File: config.mk
export PLATFORM = sky130hd
export DESIGN_NAME = qpu_exu_oitf_mq_flat
export DESIGN_NICKNAME = d
export VERILOG_FILES = /design/src/rtl/qpu_oitf_pkg.sv /design/src/rtl/qpu_exu_oitf_mq_if.sv /design/src/rtl/qpu_gnrl_ring_ptr.sv /design/src/rtl/qpu_exu_oitf_mq.sv /design/src/flat_wrapper.sv
export SDC_FILE = /design/constraint.sdc
export NUM_CORES = 1
export LEC_CHECK = 0
export ABC_AREA = 0
export ABC_CLOCK_PERIOD_IN_PS = 4400
export BUFFER_PORTS_ARGS = -buffer_cell sky130_fd_sc_hd__buf_2
export CAP_MARGIN = 15
export CORE_MARGIN = 5
export CORE_UTILIZATION = 60
export CTS_CLUSTER_DIAMETER = 150
export DETAILED_ROUTE_END_ITERATION = 8
export GPL_ROUTABILITY_DRIVEN = 0
export PLACE_DENSITY = 0.83
export SLEW_MARGIN = 40
export SYNTH_ARGS = -nofsm -noshare
export SYNTH_HDL_FRONTEND = slang
export SYNTH_SLANG_ARGS = --single-unit
File: constraint.sdc
create_clock -name clk -period 4.4 [get_ports clk]
set_input_delay 0.44 -clock clk [delete_from_list [all_inputs] [get_ports clk]]
set_output_delay 0.44 -clock clk [all_outputs]
set_load 0.03 [all_outputs]
File: src/rtl/qpu_oitf_pkg.sv
// qpu_oitf_pkg: default sizes and width helpers for the outstanding-instruction tracker
package qpu_oitf_pkg;
  localparam int OITF_DEPTH_DEF = 4;
  localparam int RFIDX_W_DEF = 5;
  localparam int QUBIT_NUM_DEF = 12;
  localparam int MF_DEPTH_DEF = 4;
  localparam int QCNT_W_DEF = 3;
  function automatic int clog2(input int v);
    int r;
    r = 0;
    for (int k = 0; k < 32; k++) if ((1 << r) < v) r++;
    return r;
  endfunction
  function automatic int occ_w(input int depth);
    return (clog2(depth + 1) < 1) ? 1 : clog2(depth + 1);
  endfunction
  function automatic int ptr_w(input int depth);
    return (depth > 1) ? clog2(depth) : 1;
  endfunction
endpackage

File: src/rtl/qpu_exu_oitf_mq_if.sv
// qpu_exu_oitf_mq_if: dispatch/retire bundle of the tracker; slave is the tracker side
interface qpu_exu_oitf_mq_if
  import qpu_oitf_pkg::*;
#(
  parameter int OITF_DEPTH = OITF_DEPTH_DEF,
  parameter int RFIDX_W = RFIDX_W_DEF,
  parameter int QUBIT_NUM = QUBIT_NUM_DEF,
  localparam int CW = occ_w(OITF_DEPTH)
);
  logic dis_cl_ena;
  logic dis_cf_ready;
  logic disp_i_rdwen;
  logic [RFIDX_W-1:0] disp_i_rdidx;
  logic disp_i_rs1en;
  logic [RFIDX_W-1:0] disp_i_rs1idx;
  logic disp_i_rs2en;
  logic [RFIDX_W-1:0] disp_i_rs2idx;
  logic ret_cl_ena;
  logic [RFIDX_W-1:0] ret_rdidx;
  logic ret_rdwen;
  logic oitfrd_match_disprs1;
  logic oitfrd_match_disprs2;
  logic oitfrd_match_disprd;
  logic oitf_empty;
  logic [CW-1:0] oitf_cnt;
  logic dis_qf_ena;
  logic dis_mf_ready;
  logic [QUBIT_NUM-1:0] disp_i_ql;
  logic disp_i_qfren;
  logic ret_qf_ena;
  logic [QUBIT_NUM-1:0] ret_mf;
  logic moitf_empty;
  logic oitfqf_match_dispql;
  logic [QUBIT_NUM-1:0] qf_busy;
  modport slave (
    input dis_cl_ena, disp_i_rdwen, disp_i_rdidx, disp_i_rs1en, disp_i_rs1idx,
    input disp_i_rs2en, disp_i_rs2idx, ret_cl_ena, dis_qf_ena, disp_i_ql, disp_i_qfren, ret_qf_ena,
    output dis_cf_ready, ret_rdidx, ret_rdwen, oitfrd_match_disprs1, oitfrd_match_disprs2,
    output oitfrd_match_disprd, oitf_empty, oitf_cnt, dis_mf_ready, ret_mf, moitf_empty,
    output oitfqf_match_dispql, qf_busy
  );
  modport master (
    output dis_cl_ena, disp_i_rdwen, disp_i_rdidx, disp_i_rs1en, disp_i_rs1idx,
    output disp_i_rs2en, disp_i_rs2idx, ret_cl_ena, dis_qf_ena, disp_i_ql, disp_i_qfren, ret_qf_ena,
    input dis_cf_ready, ret_rdidx, ret_rdwen, oitfrd_match_disprs1, oitfrd_match_disprs2,
    input oitfrd_match_disprd, oitf_empty, oitf_cnt, dis_mf_ready, ret_mf, moitf_empty,
    input oitfqf_match_dispql, qf_busy
  );
endinterface

File: src/rtl/qpu_gnrl_ring_ptr.sv
// qpu_gnrl_ring_ptr: circular index 0..DEPTH-1 with a flag that toggles on every wrap
module qpu_gnrl_ring_ptr
  import qpu_oitf_pkg::*;
#(
  parameter int DEPTH = 4,
  localparam int PW = ptr_w(DEPTH)
) (
  input  logic clk,
  input  logic rst,
  input  logic en,
  output logic [PW-1:0] ptr,
  output logic flg
);
  logic [PW-1:0] ptr_q, ptr_d;
  logic flg_q, flg_d, last;
  always_comb begin
    last = (ptr_q == PW'(DEPTH - 1));
    ptr_d = en ? (last ? '0 : ptr_q + 1'b1) : ptr_q;
    flg_d = flg_q ^ (en & last);
  end
  always_ff @(posedge clk or posedge rst) begin
    if (rst) begin
      ptr_q <= '0;
      flg_q <= 1'b0;
    end else begin
      ptr_q <= ptr_d;
      flg_q <= flg_d;
    end
  end
  assign ptr = ptr_q;
  assign flg = flg_q;
endmodule

File: src/rtl/qpu_exu_oitf_mq.sv
// qpu_exu_oitf_mq: classical rd tracker plus measurement FIFO with per-qubit busy counters.
// Optional QPU_OITF_RET_BYPASS_EN lets a same-cycle retire free a slot for dispatch.
module qpu_exu_oitf_mq
  import qpu_oitf_pkg::*;
#(
  parameter int OITF_DEPTH = OITF_DEPTH_DEF,
  parameter int RFIDX_W = RFIDX_W_DEF,
  parameter int QUBIT_NUM = QUBIT_NUM_DEF,
  parameter int MF_DEPTH = MF_DEPTH_DEF,
  parameter int QCNT_W = QCNT_W_DEF,
  localparam int CW = occ_w(OITF_DEPTH),
  localparam int PW = ptr_w(OITF_DEPTH),
  localparam int MPW = ptr_w(MF_DEPTH)
) (
  input logic clk,
  input logic rst,
  qpu_exu_oitf_mq_if.slave bus
);
  logic [PW-1:0] aptr, rptr;
  logic aflg, rflg, full, empty, cf_ready, alloc, retire;
  logic [MPW-1:0] maptr, mrptr;
  logic maflg, mrflg, mf_full, mf_empty, mf_ready, push, pop;
  logic [OITF_DEPTH-1:0] vld_q, vld_d, rdwen_q, rdwen_d;
  logic [RFIDX_W-1:0] rdidx_q [OITF_DEPTH];
  logic [RFIDX_W-1:0] rdidx_d [OITF_DEPTH];
  logic [CW-1:0] cnt_q, cnt_d;
  logic [QUBIT_NUM-1:0] mf_q [MF_DEPTH];
  logic [QUBIT_NUM-1:0] mf_d [MF_DEPTH];
  logic [QUBIT_NUM-1:0] mf_head, busy;
  logic [QCNT_W-1:0] qcnt_q [QUBIT_NUM];
  logic [QCNT_W-1:0] qcnt_d [QUBIT_NUM];
  logic m1, m2, md;
  qpu_gnrl_ring_ptr #(.DEPTH(OITF_DEPTH)) u_cl_aptr (.clk, .rst, .en(alloc), .ptr(aptr), .flg(aflg));
  qpu_gnrl_ring_ptr #(.DEPTH(OITF_DEPTH)) u_cl_rptr (.clk, .rst, .en(retire), .ptr(rptr), .flg(rflg));
  qpu_gnrl_ring_ptr #(.DEPTH(MF_DEPTH)) u_mf_aptr (.clk, .rst, .en(push), .ptr(maptr), .flg(maflg));
  qpu_gnrl_ring_ptr #(.DEPTH(MF_DEPTH)) u_mf_rptr (.clk, .rst, .en(pop), .ptr(mrptr), .flg(mrflg));
  // a single-entry FIFO has no pointer movement to compare, so its valid bit is the truth
  assign full = (OITF_DEPTH == 1) ? vld_q[0] : (aptr == rptr) && (aflg != rflg);
  assign empty = (OITF_DEPTH == 1) ? ~vld_q[0] : (aptr == rptr) && (aflg == rflg);
  assign mf_full = (maptr == mrptr) && (maflg != mrflg);
  assign mf_empty = (maptr == mrptr) && (maflg == mrflg);
`ifdef QPU_OITF_RET_BYPASS_EN
  assign cf_ready = ~full | bus.ret_cl_ena;
  assign mf_ready = ~mf_full | bus.ret_qf_ena;
`else
  assign cf_ready = ~full;
  assign mf_ready = ~mf_full;
`endif
  assign alloc = bus.dis_cl_ena & cf_ready;
  assign retire = bus.ret_cl_ena & ~empty;
  assign push = bus.dis_qf_ena & mf_ready;
  assign pop = bus.ret_qf_ena & ~mf_empty;
  assign mf_head = mf_empty ? '0 : mf_q[mrptr];
  always_comb begin
    vld_d = vld_q;
    rdwen_d = rdwen_q;
    rdidx_d = rdidx_q;
    cnt_d = cnt_q + CW'(alloc) - CW'(retire);
    if (retire) vld_d[rptr] = 1'b0;
    if (alloc) begin
      vld_d[aptr] = 1'b1;
      rdwen_d[aptr] = bus.disp_i_rdwen;
      rdidx_d[aptr] = bus.disp_i_rdidx;
    end
    m1 = 1'b0;
    m2 = 1'b0;
    md = 1'b0;
    for (int i = 0; i < OITF_DEPTH; i++) begin
      m1 |= vld_q[i] & rdwen_q[i] & bus.disp_i_rs1en & (rdidx_q[i] == bus.disp_i_rs1idx);
      m2 |= vld_q[i] & rdwen_q[i] & bus.disp_i_rs2en & (rdidx_q[i] == bus.disp_i_rs2idx);
      md |= vld_q[i] & rdwen_q[i] & bus.disp_i_rdwen & (rdidx_q[i] == bus.disp_i_rdidx);
    end
  end
  always_comb begin
    mf_d = mf_q;
    if (push) mf_d[maptr] = bus.disp_i_ql;
    for (int j = 0; j < QUBIT_NUM; j++) begin
      qcnt_d[j] = (push & bus.disp_i_ql[j] & ~(pop & mf_head[j])) ? qcnt_q[j] + 1'b1 :
                  (pop & mf_head[j] & ~(push & bus.disp_i_ql[j])) ? qcnt_q[j] - 1'b1 : qcnt_q[j];
      busy[j] = (qcnt_q[j] != '0);
    end
  end
  always_ff @(posedge clk or posedge rst) begin
    if (rst) begin
      vld_q <= '0;
      rdwen_q <= '0;
      rdidx_q <= '{default: '0};
      cnt_q <= '0;
      mf_q <= '{default: '0};
      qcnt_q <= '{default: '0};
    end else begin
      vld_q <= vld_d;
      rdwen_q <= rdwen_d;
      rdidx_q <= rdidx_d;
      cnt_q <= cnt_d;
      mf_q <= mf_d;
      qcnt_q <= qcnt_d;
    end
  end
  assign bus.dis_cf_ready = cf_ready;
  assign bus.ret_rdidx = empty ? '0 : rdidx_q[rptr];
  assign bus.ret_rdwen = ~empty & rdwen_q[rptr];
  assign bus.oitfrd_match_disprs1 = m1;
  assign bus.oitfrd_match_disprs2 = m2;
  assign bus.oitfrd_match_disprd = md;
  assign bus.oitf_empty = empty;
  assign bus.oitf_cnt = cnt_q;
  assign bus.dis_mf_ready = mf_ready;
  assign bus.ret_mf = mf_head;
  assign bus.moitf_empty = mf_empty;
  assign bus.qf_busy = busy;
  assign bus.oitfqf_match_dispql = bus.disp_i_qfren & |(busy & bus.disp_i_ql);
endmodule

File: src/flat_wrapper.sv
// flat-port wrapper written by rule: the top's interface ports become plain ports
module qpu_exu_oitf_mq_flat import qpu_oitf_pkg::*;
#(
  parameter int OITF_DEPTH = OITF_DEPTH_DEF,
  parameter int RFIDX_W = RFIDX_W_DEF,
  parameter int QUBIT_NUM = QUBIT_NUM_DEF,
  parameter int MF_DEPTH = MF_DEPTH_DEF,
  parameter int QCNT_W = QCNT_W_DEF,
  localparam int CW = occ_w(OITF_DEPTH),
  localparam int PW = ptr_w(OITF_DEPTH),
  localparam int MPW = ptr_w(MF_DEPTH)
)
  (clk, rst, bus_dis_cl_ena, bus_disp_i_rdwen, bus_disp_i_rdidx, bus_disp_i_rs1en, bus_disp_i_rs1idx, bus_disp_i_rs2en, bus_disp_i_rs2idx, bus_ret_cl_ena, bus_dis_qf_ena, bus_disp_i_ql, bus_disp_i_qfren, bus_ret_qf_ena, bus_dis_cf_ready, bus_ret_rdidx, bus_ret_rdwen, bus_oitfrd_match_disprs1, bus_oitfrd_match_disprs2, bus_oitfrd_match_disprd, bus_oitf_empty, bus_oitf_cnt, bus_dis_mf_ready, bus_ret_mf, bus_moitf_empty, bus_oitfqf_match_dispql, bus_qf_busy);
  qpu_exu_oitf_mq_if #(.OITF_DEPTH(OITF_DEPTH), .RFIDX_W(RFIDX_W), .QUBIT_NUM(QUBIT_NUM)) bus_i ();
  input logic clk;
  input logic rst;
  input wire logic [$bits(bus_i.dis_cl_ena)-1:0] bus_dis_cl_ena;
  input wire logic [$bits(bus_i.disp_i_rdwen)-1:0] bus_disp_i_rdwen;
  input wire logic [$bits(bus_i.disp_i_rdidx)-1:0] bus_disp_i_rdidx;
  input wire logic [$bits(bus_i.disp_i_rs1en)-1:0] bus_disp_i_rs1en;
  input wire logic [$bits(bus_i.disp_i_rs1idx)-1:0] bus_disp_i_rs1idx;
  input wire logic [$bits(bus_i.disp_i_rs2en)-1:0] bus_disp_i_rs2en;
  input wire logic [$bits(bus_i.disp_i_rs2idx)-1:0] bus_disp_i_rs2idx;
  input wire logic [$bits(bus_i.ret_cl_ena)-1:0] bus_ret_cl_ena;
  input wire logic [$bits(bus_i.dis_qf_ena)-1:0] bus_dis_qf_ena;
  input wire logic [$bits(bus_i.disp_i_ql)-1:0] bus_disp_i_ql;
  input wire logic [$bits(bus_i.disp_i_qfren)-1:0] bus_disp_i_qfren;
  input wire logic [$bits(bus_i.ret_qf_ena)-1:0] bus_ret_qf_ena;
  output wire logic [$bits(bus_i.dis_cf_ready)-1:0] bus_dis_cf_ready;
  output wire logic [$bits(bus_i.ret_rdidx)-1:0] bus_ret_rdidx;
  output wire logic [$bits(bus_i.ret_rdwen)-1:0] bus_ret_rdwen;
  output wire logic [$bits(bus_i.oitfrd_match_disprs1)-1:0] bus_oitfrd_match_disprs1;
  output wire logic [$bits(bus_i.oitfrd_match_disprs2)-1:0] bus_oitfrd_match_disprs2;
  output wire logic [$bits(bus_i.oitfrd_match_disprd)-1:0] bus_oitfrd_match_disprd;
  output wire logic [$bits(bus_i.oitf_empty)-1:0] bus_oitf_empty;
  output wire logic [$bits(bus_i.oitf_cnt)-1:0] bus_oitf_cnt;
  output wire logic [$bits(bus_i.dis_mf_ready)-1:0] bus_dis_mf_ready;
  output wire logic [$bits(bus_i.ret_mf)-1:0] bus_ret_mf;
  output wire logic [$bits(bus_i.moitf_empty)-1:0] bus_moitf_empty;
  output wire logic [$bits(bus_i.oitfqf_match_dispql)-1:0] bus_oitfqf_match_dispql;
  output wire logic [$bits(bus_i.qf_busy)-1:0] bus_qf_busy;
  assign bus_i.dis_cl_ena = bus_dis_cl_ena;
  assign bus_i.disp_i_rdwen = bus_disp_i_rdwen;
  assign bus_i.disp_i_rdidx = bus_disp_i_rdidx;
  assign bus_i.disp_i_rs1en = bus_disp_i_rs1en;
  assign bus_i.disp_i_rs1idx = bus_disp_i_rs1idx;
  assign bus_i.disp_i_rs2en = bus_disp_i_rs2en;
  assign bus_i.disp_i_rs2idx = bus_disp_i_rs2idx;
  assign bus_i.ret_cl_ena = bus_ret_cl_ena;
  assign bus_i.dis_qf_ena = bus_dis_qf_ena;
  assign bus_i.disp_i_ql = bus_disp_i_ql;
  assign bus_i.disp_i_qfren = bus_disp_i_qfren;
  assign bus_i.ret_qf_ena = bus_ret_qf_ena;
  assign bus_dis_cf_ready = bus_i.dis_cf_ready;
  assign bus_ret_rdidx = bus_i.ret_rdidx;
  assign bus_ret_rdwen = bus_i.ret_rdwen;
  assign bus_oitfrd_match_disprs1 = bus_i.oitfrd_match_disprs1;
  assign bus_oitfrd_match_disprs2 = bus_i.oitfrd_match_disprs2;
  assign bus_oitfrd_match_disprd = bus_i.oitfrd_match_disprd;
  assign bus_oitf_empty = bus_i.oitf_empty;
  assign bus_oitf_cnt = bus_i.oitf_cnt;
  assign bus_dis_mf_ready = bus_i.dis_mf_ready;
  assign bus_ret_mf = bus_i.ret_mf;
  assign bus_moitf_empty = bus_i.moitf_empty;
  assign bus_oitfqf_match_dispql = bus_i.oitfqf_match_dispql;
  assign bus_qf_busy = bus_i.qf_busy;
  qpu_exu_oitf_mq #(.OITF_DEPTH(OITF_DEPTH), .RFIDX_W(RFIDX_W), .QUBIT_NUM(QUBIT_NUM), .MF_DEPTH(MF_DEPTH), .QCNT_W(QCNT_W)) u_core (.clk(clk), .rst(rst), .bus(bus_i));
endmodule
==> flow_metrics.env <==
export IMPL_maximum_number_of_buffers_from_clock_root_to_sink=2
export IMPL_totalWireLength_um=16100
export IMPL_r2r_start="u_core.u_cl_rptr.ptr[0]"
export IMPL_die_width_um=121
export IMPL_clock_fmax_mhz=360
export IMPL_most_numerous_cell_types_in_the_synthesized_netlist="sky130_fd_sc_hd__dfrtp_1, sky130_fd_sc_hd__xor2_1, sky130_fd_sc_hd__mux2_2, sky130_fd_sc_hd__xnor2_1, sky130_fd_sc_hd__mux2_4"
export IMPL_wl_per_cell_um=19.2
export IMPL_ys_async_sr_fraction_pct=100
export IMPL_drv_max_cap_violation_count=0
export IMPL_detailedRoute_firstPassIterationCount=5
export IMPL_drive_above_1_share_pct=34.4
export IMPL_critical_path_max_stage_delay_ps=740
export IMPL_min_path_type="input pin to asynchronous set/reset pin"
export IMPL_clkSlewWorstSetupHoldPaths_ps=50
export IMPL_layout_nets=737
export IMPL_die_area_sq_mm=0.0146
export IMPL_clock_skew_final_ps=4.49
export IMPL_post_synth_top_count_cell="sky130_fd_sc_hd__dfrtp_1"
export IMPL_die_height_um=121
export IMPL_crit_path_cell_trace="xor2_1 > o31ai_2 > xnor2_1 > ha_1 > inv_1 > fa_1 > xnor2_1 > xnor2_1"
export IMPL_critical_path_slowest_cell="sky130_fd_sc_hd__dfrtp_1"
export IMPL_floorplan_io_pins=78
export IMPL_number_of_antenna_violations_at_the_first_check_in_global_routing=0
export IMPL_count_of_warnings_emitted_by_yosys=0
export IMPL_synth_edf_count=0
export IMPL_grt_start_max_net_pins=61
export IMPL_route_vias_total=4788
export IMPL_detail_route_antenna_nets=0
export IMPL_leakage_nw=3.87
export IMPL_fillers=820
export IMPL_rrSetupSlack_ps=1620
export IMPL_timing_final_crit_share_pct=63.1
export IMPL_antenna_diode_count=0
export IMPL_detailed_place_hpwl_um=11500
export IMPL_initial_core_util_pct=61.2
export IMPL_timing_reg2reg_worst_path_depth=8
export IMPL_setup_viol=0
export IMPL_number_of_buffers_added_by_the_clock_tree_synthesis_step=17
export IMPL_synth_area_per_cell_sq_um=12.7
export IMPL_crit_top_cell="sky130_fd_sc_hd__xnor2_1"
export IMPL_synth_largest_area_cell="sky130_fd_sc_hd__dfrtp_1"
export IMPL_run_status="finished, final reports clean"
export IMPL_vias_per_cell=5.69
export IMPL_cp_max_fo=13
export IMPL_worst_endpoint_arrival_ps=3110
export IMPL_tritoncts="yes"
export IMPL_report_final_hold_viol_count=0
export IMPL_postSynthRegisterBits=127
export IMPL_cts_hold_fix_buffers=0
export IMPL_overflow=0
export IMPL_clock_insertion_delay_worst_skew_ps=410
export IMPL_finalWorstPathRequiredPeriod_ps=2780
export IMPL_powerDensity_mw_per_mm2=940
export IMPL_cts_resized=0
export IMPL_final_area_sq_mm=0.00846
export IMPL_critical_path_reg2reg_endpoint="u_core.bus.oitf_cnt[2]"
export IMPL_postPlaceCellArea_sq_mm=0.00789
export IMPL_postCtsSetupBuffers=0
export IMPL_core_area_sq_mm=0.0121
export IMPL_route_detailed_drc=0
export IMPL_root_buffer="sky130_fd_sc_hd__clkbuf_16"
export IMPL_fp_row_count=40
export IMPL_synth_cell_area_sq_mm=0.00739
export IMPL_synth_yosys_seq_area_share_pct=43.0
export IMPL_syn_to_final_growth_pct=14.5
export IMPL_rsz_0062_raised_after_global_routing="no"
export IMPL_flip_flop_cell_with_the_highest_count_after_synthesis="sky130_fd_sc_hd__dfrtp_1"
export IMPL_path_class="register to register"
export IMPL_syn_instance_count=580
export IMPL_slew_limit_headroom_pct=53.8
export IMPL_drt_first_iter_violations=242
export IMPL_worstMarginPinSlew_ps=689
export IMPL_grt_pass1_vias=5259
export IMPL_clock_sink_count=127
export IMPL_globalRouteTotalUtil_pct=23.4
export IMPL_synth_top_area_share_pct=43.0
export IMPL_finalSetupTns_ps=0
export IMPL_port_buffers=77
export IMPL_post_synth_num_cell_types=35
export IMPL_startpoint_type="register"
export IMPL_timing_critical_path_required_ps=4730
export IMPL_final_max_slew_violation_count=0
export IMPL_ys_top_cells_by_area="sky130_fd_sc_hd__dfrtp_1, sky130_fd_sc_hd__mux2_2, sky130_fd_sc_hd__xor2_1"
export IMPL_postLayoutCoreUtil_pct=70.1
export IMPL_h_tree_depth=4
export IMPL_synth_net_count=656
export IMPL_grt_pass1_wl_um=26700
export IMPL_vdd_drop_max_v=0.000627
export IMPL_element_type_at_the_critical_path_end="register"
==> cell families after synthesis <==
group	Yosys count	synth area share, %
adder cells (fa/ha/maj)	39	7.93
buffers and inverters	51	3.44
AO/OA/AOI/OAI	20	2.17
flip-flops	127	43.0
XOR/XNOR	112	13.6
multiplexers	105	20.4
AND/OR/NAND/NOR	126	9.43
==> layout make-up <==
| cell class | count | area, sq um | area share (%) |
|---|---|---|---|
| clock inverters | 13 | 118 | 1.39 |
| well taps | 168 | 210 | 2.49 |
| multi-input cells | 402 | 3960 | 46.8 |
| flip-flops and latches | 127 | 3180 | 37.6 |
| inverters | 30 | 118 | 1.39 |
| clock buffers | 19 | 443 | 5.24 |
| repair buffers | 83 | 430 | 5.09 |
==> critical path, delay by kind of cell (launching register included) <==
kind / cells / cell delay [ps]
xor+xnor: 4 / 730
flops: 1 / 740
fa+ha+maj: 2 / 540
compound gates: 1 / 640
buf+inv: 1 / 50
==> worst max path at each step <==
stage | end | slack (ps) | from
after floorplan | u_core.bus.oitf_cnt[0] | 580 | rst
after global routing | u_core.bus.oitf_cnt[2] | 1390 | u_core.u_cl_rptr.ptr[0]
after detailed placement | u_core.bus.oitf_cnt[2] | 1640 | u_core.u_cl_rptr.ptr[0]
after global placement | u_core.bus.oitf_cnt[2] | 1750 | u_core.u_cl_rptr.ptr[0]
after CTS | u_core.bus.oitf_cnt[2] | 1610 | u_core.u_cl_rptr.ptr[0]
final | u_core.bus.oitf_cnt[2] | 1620 | u_core.u_cl_rptr.ptr[0]
==> layout by cell type (no fill, tap or decap) <==
| cell | Yosys | final |
|---|---|---|
| sky130_fd_sc_hd__dfrtp_1 | 127 | 127 |
| sky130_fd_sc_hd__buf_2 | 2 | 77 |
| sky130_fd_sc_hd__xor2_1 | 69 | 69 |
| sky130_fd_sc_hd__mux2_2 | 56 | 56 |
| sky130_fd_sc_hd__xnor2_1 | 40 | 40 |
| sky130_fd_sc_hd__mux2_4 | 31 | 31 |
| sky130_fd_sc_hd__inv_1 | 30 | 29 |
| sky130_fd_sc_hd__and2_1 | 28 | 28 |
| sky130_fd_sc_hd__ha_1 | 26 | 26 |
| sky130_fd_sc_hd__nand2_1 | 24 | 24 |
| sky130_fd_sc_hd__nor2_1 | 17 | 17 |
| sky130_fd_sc_hd__clkbuf_16 | 0 | 17 |
| sky130_fd_sc_hd__mux4_2 | 16 | 16 |
| sky130_fd_sc_hd__nand4_1 | 14 | 14 |
| sky130_fd_sc_hd__or3_1 | 13 | 13 |
| sky130_fd_sc_hd__fa_1 | 13 | 13 |
| sky130_fd_sc_hd__nor4_1 | 10 | 10 |
| sky130_fd_sc_hd__o21ai_0 | 8 | 8 |
| sky130_fd_sc_hd__nand3_1 | 6 | 6 |
| sky130_fd_sc_hd__nor2b_1 | 6 | 6 |
| sky130_fd_sc_hd__clkinv_4 | 0 | 6 |
| sky130_fd_sc_hd__buf_4 | 2 | 6 |
| sky130_fd_sc_hd__nand2_4 | 4 | 4 |
| sky130_fd_sc_hd__clkinv_2 | 0 | 4 |
| sky130_fd_sc_hd__xnor2_2 | 3 | 3 |
| sky130_fd_sc_hd__nand2_2 | 3 | 3 |
| sky130_fd_sc_hd__a22o_1 | 3 | 3 |
| sky130_fd_sc_hd__a221oi_1 | 3 | 3 |
| sky130_fd_sc_hd__mux4_1 | 2 | 2 |
| sky130_fd_sc_hd__a31oi_1 | 2 | 2 |
| sky130_fd_sc_hd__clkinvlp_4 | 0 | 2 |
| sky130_fd_sc_hd__a31oi_2 | 1 | 1 |
| sky130_fd_sc_hd__a31oi_4 | 1 | 1 |
| sky130_fd_sc_hd__o31ai_2 | 1 | 1 |
| sky130_fd_sc_hd__nor3_2 | 0 | 1 |
| sky130_fd_sc_hd__o22a_1 | 1 | 1 |
| sky130_fd_sc_hd__inv_6 | 0 | 1 |
| sky130_fd_sc_hd__bufinv_16 | 0 | 1 |
| sky130_fd_sc_hd__clkbuf_1 | 9 | 1 |
| sky130_fd_sc_hd__clkbuf_8 | 0 | 1 |
==> flip-flops by register name (all words and copies together), names as in the netlist <==
register and count:
u_core.u_cl_aptr.flg 1, u_core.vld_q 4, u_core.qcnt_q 36, u_core.u_cl_aptr.ptr 2, u_core.u_mf_aptr.ptr 2, u_core.u_mf_rptr.ptr 2
u_core.u_mf_aptr.flg 1, u_core.rdidx_q 20, u_core.u_mf_rptr.flg 1, u_core.rdwen_q 4, u_core.u_cl_rptr.ptr 2, u_core.bus.oitf_cnt 3
u_core.mf_q 48, u_core.u_cl_rptr.flg 1
==> where the power goes <==
part	internal, mW	switching (mW)
logic	1.98	2.19
clock network	0.790	0.519
registers	1.81	0.663
==> through the flow <==
| step | power [mW] | hold WS, ps | setup WS, ps | cells |
|---|---|---|---|---|
| 4_1_cts | 7.98 | 175 | 1610 | 842 |
| 2_1_floorplan | 5.59 | 434 | 576 | 580 |
| 5_1_grt | 8.45 | 131 | 1390 | 842 |
| 3_3_place_gp | 6.36 | 446 | 1750 | 810 |
| 6_report | 7.95 | 84.7 | 1620 | 842 |
| 3_5_place_dp | 6.62 | 449 | 1640 | 810 |
==> metal layers <==
layer | track usage, % | wire [um]
met1 | 28.9 | 6760
met2 | 39.2 | 8170
met3 | 5.78 | 827
met4 | 10.1 | 386
met5 | 0 | 0
Note: power is estimated with default switching activity, not from simulation.
